File: src/rtl/mem_arbiter.sv
// Fetch/data arbiter onto one unified memory port with registered requests.
// Define ARB_FAIR_EN to alternate fetch and data grants under contention.
module mem_arbiter #(
    parameter int N  = 64,
    parameter int IW = 32
) (
    input  logic          clk,
    input  logic          reset,
    input  logic          if_req,
    input  logic [N-1:0]  if_addr,
    output logic [IW-1:0] if_rdata,
    output logic          if_valid,
    input  logic          dm_req,
    input  logic          dm_we,
    input  logic [N-1:0]  dm_addr,
    input  logic [N-1:0]  dm_wdata,
    output logic [N-1:0]  dm_rdata,
    output logic          dm_valid,
    output logic          mem_req,
    output logic          mem_we,
    output logic [N-1:0]  mem_addr,
    output logic [N-1:0]  mem_wdata,
    input  logic [N-1:0]  mem_rdata,
    input  logic          mem_ack,
    output logic          stall
);

    typedef enum logic [1:0] {
        IDLE  = 2'd0,
        GNT_D = 2'd1,
        GNT_I = 2'd2
    } state_e;

    state_e         state_q;
    state_e         state_d;
    logic           mem_req_q;
    logic           mem_we_q;
    logic           we_q;
    logic [N-1:0]   mem_addr_q;
    logic [N-1:0]   mem_wdata_q;
    logic [IW-1:0]  if_rdata_q;
    logic           if_valid_q;
    logic [N-1:0]   dm_rdata_q;
    logic           dm_valid_q;
    logic           fair_q;

    logic           ack;
    logic           issue;
    logic           pick_i;
    logic           pick_d;
    logic           start_d;
    logic           start_i;

    // An ack only counts once the request is actually on the bus.
    assign ack    = mem_req_q & mem_ack;
    assign issue  = (state_q != IDLE) & ~mem_req_q;
    assign pick_i = if_req & (~dm_req | fair_q);
    assign pick_d = dm_req & ~pick_i;

    always_comb begin
        state_d = state_q;
        start_d = 1'b0;
        start_i = 1'b0;
        unique case (state_q)
            IDLE: begin
                if (!if_valid_q && !dm_valid_q) begin
                    if (pick_d) begin
                        state_d = GNT_D;
                        start_d = 1'b1;
                    end else if (pick_i) begin
                        state_d = GNT_I;
                        start_i = 1'b1;
                    end
                end
            end
            GNT_D, GNT_I: begin
                if (ack) begin
                    state_d = IDLE;
                end
            end
            default: begin
                state_d = IDLE;
            end
        endcase
    end

    always_ff @(posedge clk or posedge reset) begin
        if (reset) begin
            state_q <= IDLE;
        end else begin
            state_q <= state_d;
        end
    end

    always_ff @(posedge clk or posedge reset) begin
        if (reset) begin
            mem_req_q   <= 1'b0;
            mem_we_q    <= 1'b0;
            we_q        <= 1'b0;
            mem_addr_q  <= '0;
            mem_wdata_q <= '0;
            if_rdata_q  <= '0;
            if_valid_q  <= 1'b0;
            dm_rdata_q  <= '0;
            dm_valid_q  <= 1'b0;
        end else begin
            if_valid_q <= 1'b0;
            dm_valid_q <= 1'b0;
            if (start_d) begin
                mem_addr_q  <= dm_addr;
                mem_wdata_q <= dm_wdata;
                we_q        <= dm_we;
            end
            if (start_i) begin
                mem_addr_q  <= if_addr;
                mem_wdata_q <= '0;
                we_q        <= 1'b0;
            end
            if (issue) begin
                mem_req_q <= 1'b1;
                mem_we_q  <= we_q;
            end
            if (ack) begin
                mem_req_q <= 1'b0;
                mem_we_q  <= 1'b0;
                if (state_q == GNT_I) begin
                    if_rdata_q <= mem_rdata[IW-1:0];
                    if_valid_q <= 1'b1;
                end else begin
                    if (!mem_we_q) begin
                        dm_rdata_q <= mem_rdata;
                    end
                    dm_valid_q <= 1'b1;
                end
            end
        end
    end

`ifdef ARB_FAIR_EN
    // Set after a data completion so the next contended grant goes to fetch.
    always_ff @(posedge clk or posedge reset) begin
        if (reset) begin
            fair_q <= 1'b0;
        end else if (ack) begin
            fair_q <= (state_q == GNT_D);
        end
    end
`else
    assign fair_q = 1'b0;
`endif

    assign mem_req   = mem_req_q;
    assign mem_we    = mem_we_q;
    assign mem_addr  = mem_addr_q;
    assign mem_wdata = mem_wdata_q;
    assign if_rdata  = if_rdata_q;
    assign if_valid  = if_valid_q;
    assign dm_rdata  = dm_rdata_q;
    assign dm_valid  = dm_valid_q;
    assign stall     = (if_req & ~if_valid_q) | (dm_req & ~dm_valid_q);

endmodule

File: config.mk
export PLATFORM = sky130hd
export DESIGN_NAME = mem_arbiter
export DESIGN_NICKNAME = d
export VERILOG_FILES = /design/src/rtl/mem_arbiter.sv
export SDC_FILE = /design/constraint.sdc
export NUM_CORES = 1
export LEC_CHECK = 0
export CAP_MARGIN = 20
export CORE_AREA = 4 4 188 190
export DETAILED_ROUTE_END_ITERATION = 12
export DIE_AREA = 0 0 192 194
export DONT_BUFFER_PORTS = 1
export PLACE_DENSITY_LB_ADDON = 0.2
export SYNTH_ARGS = -nofsm -noshare
export SYNTH_HDL_FRONTEND = slang
export SYNTH_SLANG_ARGS = --single-unit
File: constraint.sdc
create_clock -name clk -period 9.3 [get_ports clk]
set_clock_uncertainty 0.1 [all_clocks]
set_input_delay 0.93 -clock clk [delete_from_list [all_inputs] [get_ports clk]]
set_output_delay 0.93 -clock clk [all_outputs]
set_load 0.1 [all_outputs]
## Word level (Yosys, flattened, before mapping)

Cells that the tools add are included.

- Bits in registers: 231
- Output and inout bits: 229
- Word-level logic and storage cells: 66

- Eq/ne operators: 5
- Mux-type cells: 26
- Bitwise logic cells: 14
- Reduce and logical (&&, ||, !) cells: 11

Operators with widths:

| operator | number |
|---|---|
| $mux W64 | 4 |
| $mux W1 | 17 |
| $mux W2 | 4 |
| $not A1 Y1 | 7 |
| $and A1 B1 Y1 | 6 |
| $reduce_and A3 Y1 | 2 |
| $reduce_bool A2 Y1 | 3 |
| $ne A2 B2 Y1 const B | 2 |
| $pmux W2 S2 | 1 |
| $ne A3 B3 Y1 const B | 1 |
| $eq A2 B1 Y1 const B | 1 |
| $eq A2 B2 Y1 const B | 1 |
| $logic_not A1 Y1 | 2 |
| $logic_not A2 Y1 | 1 |
| $reduce_and A2 Y1 | 1 |
| $reduce_or A2 Y1 | 1 |
| $logic_and A1 B1 Y1 | 1 |
| $or A1 B1 Y1 | 1 |

## Longest topological paths before layout

Gate-level depths: netlist (run 1).

- Depth after elaboration: 9
- Gate-level depth with buffers: 8
- Mapped depth without buffers: 5

## Worst setup path before layout (run 1)

No wires, ideal clock.

- Path kind: flip-flop to output port
- Start: reg dm_valid_q, in the netlist dm_valid
- End: out stall
- Arrival: 2452 ps
- Path slack: 5818 ps
- Cell stages (with the launch flop): 2
- Buffers on the path: 0
- Cells stage by stage: dfrtp_1 > o22ai_1

- Word-level cells in the longest chain between the ends: 3

RTL lines:

| item | RTL line | source |
|---|---|---|
| from (decl) | 44 | `logic dm_valid_q;` |
| from (signal assigned) | 105 | `dm_valid_q <= 1'b0;` |
| from (signal assigned) | 108 | `dm_valid_q <= 1'b0;` |
| from (signal assigned) | 133 | `dm_valid_q <= 1'b1;` |
| $not A1 Y1 | 160 | `assign stall = (if_req & ~if_valid_q) \| (dm_req & ~dm_valid_q);` |
| $and A1 B1 Y1 | 160 |  |
| $or A1 B1 Y1 | 160 |  |
| to (decl) | 25 | `output logic stall` |

No other way between the ends.

## Worst setup path in the final report (run 1)

- Start: reg state_q[1]
- End: reg mem_addr_q[6], in the netlist mem_addr[6]

- Word-level cells in the longest chain between the ends: 3

RTL lines:

| item | RTL line | source |
|---|---|---|
| from (decl) | 34 | `state_e state_q;` |
| from (signal assigned) | 91 | `state_q <= state_d;` |
| $logic_not A2 Y1 (*) | 64 | `unique case (state_q)` |
| $mux W1 | 64 |  |
| $mux W64 / $reduce_bool A2 Y1 (equally long branches) | n/a |  |
| to (signal assigned) | 110 | `mem_addr_q <= dm_addr;` |
| to (signal assigned) | 115 | `mem_addr_q <= if_addr;` |
| to (decl) | 39 | `logic [N-1:0] mem_addr_q;` |

Mark *: on every way between the ends. The rest lies on a longest branch, timed or not.
A chain may end at the register's enable or synchronous reset.

==> results of run 1 <==
==> worst max-delay path: cells and delay by family (launching register included) <==
kind            cells  cell delay (ns)
simple gates        2             1.12
buf+inv             2             0.78
compound gates      1             0.27
flops               1             0.41
fa+ha+maj           1             0.34
==> sequential cells by signal, indices dropped and copies added (netlist names), 2 cells and up <==
signal and count:
dm_rdata 64, if_rdata 32, mem_addr 64, mem_wdata 64, state_q 2
==> logic make-up after synthesis <==
kind of cell / Yosys count / synth area share [%]
flip-flops: 231 / 62.5
AND/OR/NAND/NOR: 206 / 10.7
AO/OA/AOI/OAI: 137 / 11.1
multiplexers: 98 / 11.9
buffers and inverters: 57 / 3.52
adder cells (fa/ha/maj): 2 / 0.271
==> layout by cell type (no fill, tap or decap), types with 4 or more instances in the layout <==
cell type	n
dfrtp_1	231
nand2_1	133
mux2_2	92
a21oi_1	66
and2_1	64
a221o_1	64
clkbuf_16	27
buf_4	13
clkbuf_1	9
inv_1	5
clkbuf_8	5
mux2_1	4
clkinv_2	4
==> routing by layer <==
layer,track usage (%),vias up
met3,4.83,40
met2,24.1,323
li1,-,2537
met1,15.4,2837
met5,0,-
met4,4.07,0
==> stage by stage <==
stage	hold slack, ns	setup WS [ns]	instances
finish	0.297	6.16	1191
global route	0.315	5.98	1191
CTS	0.298	6.14	1190
detailed placement	0.432	6.16	1141
global placement	0.440	6.19	1141
floorplan	0.390	1.94	731
==> final cells by class <==
class	count	share of cell area, %
Sequential cell	231	55.0
Clock buffer	41	7.41
Timing Repair Buffer	13	0.929
Multi-Input combinational cell	443	30.3
Tap cell	448	5.34
Antenna cell	1	0.0238
Clock inverter	8	0.715
Inverter	6	0.286
==> cell usage after synthesis <==
master,instances
buf_2,13
nor3_4,1
o22ai_1,3
clkbuf_2,1
a21oi_1,66
clkbuf_1,18
mux2_2,92
buf_4,13
nor3b_2,1
and2_1,64
mux2i_1,2
nand2_1,133
o311ai_0,1
buf_6,6
nand3_1,2
dfrtp_1,231
or3b_2,1
inv_1,6
a21boi_0,1
nor2_1,1
o21ai_2,1
and3_1,1
a221o_1,64
mux2_1,4
nor4bb_4,1
ha_1,2
nand4bb_1,1
o211ai_1,1
==> path summary, 6_finish.rpt <==
path	depth (start not counted)	slack (ns)	end
worst max-delay path	6	6.16	mem_addr[6]$_DFFE_PP0P_
max in group asynchronous	2	7.38	mem_addr[6]$_DFFE_PP0P_
worst min-delay path	1	0.30	dm_rdata[55]$_DFFE_PP0P_
worst max register to register	6	6.16	mem_addr[6]$_DFFE_PP0P_
worst min register to register	2	0.44	we_q$_DFFE_PP0P_
min in group clk	1	0.40	mem_req$_DFFE_PP0P_
==> impl_results.md, run 1 <==
- Outcome: finished, final reports clean
- WP data arrival: between 3 and 4 ns
- Hold Fails Final Rpt: 0
- Worst hold path class: in2async
- Site row count: 67
- Bufs on Longest Clock Path: 3
- CP Max Fanout: 66
- Yosys warning count: 0
- CTS tree: built
- CP Class: reg2reg
- Clock root buffer: clkbuf_16
- Crit path capture type: register
- Worst path cell trace: inv_1, ha_1, nor3b_2, and3_4, buf_4, a221o_1
- Syn_nets: 995
- Min Tclk post-route: 3.14 ns
- Largest net degree at the start of global routing: around 100
- Remaining antenna violation count after routing: 0
- Utilization after layout: 31.4%
- Final #Nets: 986
- Area leader, netlist: dfrtp_1
- WL final: 27.6 mm
- Post-synthesis instance total: 731
- Global route total overflow: 0
- Crit-path slowest cell: and3_4
- Metal2 WL: 14.0 mm
- Yosys reg bits: 231
- Max Freq: 318 MHz
- RSZ-0062 raised after global routing: false
- Mapped Area: around 9200 um2
- Setup_tns: 0 ns
- Fillers: 3,314
- RD Place Congestion: 0.764
- R2r startpoint: state_q[1]$_DFFE_PP0P_
- Normalized max-slew margin: 31.8%
- Avg Synthesized Cell Area: 12.7 um2
- Syn-to-layout area delta: 13.6%
- Max_cap viols: 0
- DRT iter0 DRCs: 199
- Clock insertion delay at the later pin of the skew report: around 0.52 ns
- PortBufs: 0
- Post-DP Area: just under 10,000 um2
- Number of antenna violations at the first check in global routing: 1
- Multi-input gate area: 3180 um2
- Vias in the first global route: 6,000
- Worst setup startpoint: state_q[1]$_DFFE_PP0P_
- Netlist cell types: 28
- Synth top area share: between 60% and 70%
- Pins over their slew limit: 0
- Ranking of synthesized cells by area: dfrtp_1 63%, mux2_2 11%, a221o_1 6.9%
- Final instance area: 10,500 um2
- Die Y: 194 um
- Met3 wire len: 2.94 mm
- H-Tree Depth: 1
- DRT Pass-1 Iters: 4
- TritonCTS Sinks: 231
- Register area share after synthesis: 62.5%
- CP required: 9.65 ns
- Vias per std cell: 4.82
- Total Routing Usage GR: 13.6%
- Layout cells sized above 1: a little over a fifth
- Wl on met1: 10.0 mm
- Die area: 37,200 um2
- Core area: 33,400 um2
- CTS Buf Count: 27
- First-pass GRT wire length: 39.7 mm
- Max incr delay on CP: 0.75 ns
- DIE WIDTH: 192 um
- Period utilization: 33.8%
- # IOs: 491
- DR top layer: met4
- DRC Markers: 0
- Vias: 5,737
- Post-DP HPWL: 19.8 mm
- Final setup fails: 0
- Worst slew pin tran: 1.02 ns
- CTS Hold Bufs: 0
- Post-CTS sizing: 0
- Initial core utilization: ~28%
- Wire per inst: 23.2 um
- Post-CTS setup buffer count: 0
- CP Launch Type: register
- Seq. cell area: 5780 um2
- Clock-pin slew on the worst setup and hold paths: 0.06 ns
Power of run 1 is left out: the tool's default activity adds up to more than one toggle a clock period on the data nets, which glitch-free logic cannot reach.
==> run 2: changes to the inputs <==
Clock period 9.3 ns to 2.8 ns, I/O delays scaled along.
==> run 2 against run 1 <==
Against the previous run:
- the run now fails in clock tree synthesis
- synthesized cell count did not move
- area after synthesis stayed put
==> impl_results.md, run 2 <==
- Pre-CTS setup slack: 0.590 ns (was 6.16 ns)
- Yosys warning count: 0 (unchanged)
- RD Place Congestion: 0.754 (was 0.764)
- CTS Buf Count: 25 (was 27)
- Die Y: 194 um (unchanged)
- Post-synth EDFFs: 0 (unchanged)
- Synth async-reset ratio: 100% (unchanged)
- # IOs: 491 (unchanged)
- Synth top area share: 62.5% (unchanged)
- Count leader, synth: dfrtp_1 (unchanged)
- Syn_nets: 995 (unchanged)
- First Error: [ERROR RSZ-0060] Max buffer count reached.
- TritonCTS Sinks: 231 (unchanged)
- Post-CTS setup buffer count: 0 (unchanged)
- Post-CTS sizing: 0 (unchanged)
- Clock root buffer: clkbuf_16 (unchanged)
- PortBufs: 0 (unchanged)
- Yosys reg bits: 231 (unchanged)
- CTS Hold Bufs: 242 (was 0)
- Register area share after synthesis: 62.5% (unchanged)
- Avg Synthesized Cell Area: 12.7 um2 (unchanged)
- Commonest cells in the synthesized netlist: 231 x dfrtp_1, 133 x nand2_1, 92 x mux2_2 (unchanged)
- Netlist cell types: 28 (unchanged)
- Post-synthesis instance total: 731 (unchanged)
- Post-DP HPWL: 19.3 mm (was 19.8 mm)
- Fail Step: clock tree synthesis
- Area leader, netlist: dfrtp_1 (unchanged)
- H-Tree Depth: 1 (unchanged)
- Main synth FF type: dfrtp_1 (unchanged)
- Ranking of synthesized cells by area: dfrtp_1 63%, mux2_2 11%, a221o_1 6.9% (unchanged)
- Site row count: 67 (unchanged)
- DIE WIDTH: 192 um (unchanged)
- Bufs on Longest Clock Path: 3 (unchanged)
- Initial core utilization: 27.6% (unchanged)
- Mapped Area: 9250 um2 (unchanged)
- Outcome: aborted with a tool error (was finished, final reports clean)
[run 2: stage by stage]
| stage | std cells | cell area, um2 | setup TNS [ns] |
|---|---|---|---|
| after floorplan | 731 | 9260 | -139.05 |
| after global placement | 1156 | 9840 | 0 |
| after detailed placement | 1156 | 9840 | 0 |
[run 2: cells by family after synthesis]
| logic type | count (synthesis) | synth area share [%] |
|---|---|---|
| AO/OA/AOI/OAI | 137 | 11.1 |
| adder cells (fa/ha/maj) | 2 | 0.271 |
| buffers and inverters | 57 | 3.52 |
| flip-flops | 231 | 62.5 |
| multiplexers | 98 | 11.9 |
| AND/OR/NAND/NOR | 206 | 10.7 |
==> run 3: changes to the inputs <==
Settings changed: PLACE_DENSITY_LB_ADDON 0.2 to 0.15.
Clock period 2.8 ns to 3.6 ns, I/O delays scaled along.
==> run 3 against run 2 <==
Against the previous run:
- the flow again stops in clock tree synthesis
- synthesized cell count stayed put
- area after synthesis stayed put
==> impl_results.md, run 3 <==
- Outcome: aborted with a tool error (unchanged)
- Fail Step: clock tree synthesis (unchanged)
- First Error: [ERROR RSZ-0060] Max buffer count reached. (unchanged)
- CTS Buf Count: 25 (unchanged)
- Mapped Area: 9250 um2 (unchanged)
- Synth Area in Adders: 0.271% (unchanged)
- Synth async-reset ratio: 100% (unchanged)
- Yosys reg bits: 231 (unchanged)
- Synth Area in XOR/XNOR: 0% (unchanged)
- Post-synthesis instance total: 731 (unchanged)
- RD Place Congestion: 0.823 (was 0.754)
- DIE WIDTH: 192 um (unchanged)
- Site row count: 67 (unchanged)
- H-Tree Depth: 1 (unchanged)
- PortBufs: 0 (unchanged)
- Count leader, synth: dfrtp_1 (unchanged)
- Bufs on Longest Clock Path: 3 (unchanged)
- Main synth FF type: dfrtp_1 (unchanged)
- Commonest cells in the synthesized netlist: 231 x dfrtp_1, 133 x nand2_1, 92 x mux2_2 (unchanged)
- Syn_nets: 995 (unchanged)
- Post-synth EDFFs: 0 (unchanged)
- TritonCTS Sinks: 231 (unchanged)
- Synth top area share: 62.5% (unchanged)
- Clock root buffer: clkbuf_16 (unchanged)
- CTS Hold Bufs: 238 (was 242)
- Area leader, netlist: dfrtp_1 (unchanged)
- Post-CTS sizing: 0 (unchanged)
- Synth Area in Compound Gates: 11.1% (unchanged)
- Yosys warning count: 0 (unchanged)
- Die Y: 194 um (unchanged)
- Post-DP Area: 9720 um2 (was 9840 um2)
- Initial core utilization: 27.6% (unchanged)
- Post-DP HPWL: 21.2 mm (was 19.3 mm)
- Simple-Gate Fraction of Synth Area: 10.7% (unchanged)
- Dominant combinational cell family by area after synthesis: multiplexers (unchanged)
- Netlist cell types: 28 (unchanged)
- Ranking of synthesized cells by area: dfrtp_1 63%, mux2_2 11%, a221o_1 6.9% (unchanged)
- Post-CTS setup buffer count: 0 (unchanged)
- Avg Synthesized Cell Area: 12.7 um2 (unchanged)
- # IOs: 491 (unchanged)
- Mux cell area share after synthesis: 11.9% (unchanged)
- Register area share after synthesis: 62.5% (unchanged)
==> run 3: cell counts after synthesis <==
Identical to the previous run, type by type.
==> run 3: through the flow <==
step                      utilization, %  std cells  hold WS [ns]  setup slack (ns)
after detailed placement            29.1       1145         0.359              1.06
after global placement              29.1       1145         0.353              1.19
after floorplan                        -        731         0.349             0.118
==> run 3: cells by family after synthesis <==
logic type | Yosys count
flip-flops | 231
AND/OR/NAND/NOR | 206
AO/OA/AOI/OAI | 137
multiplexers | 98
buffers and inverters | 57
adder cells (fa/ha/maj) | 2
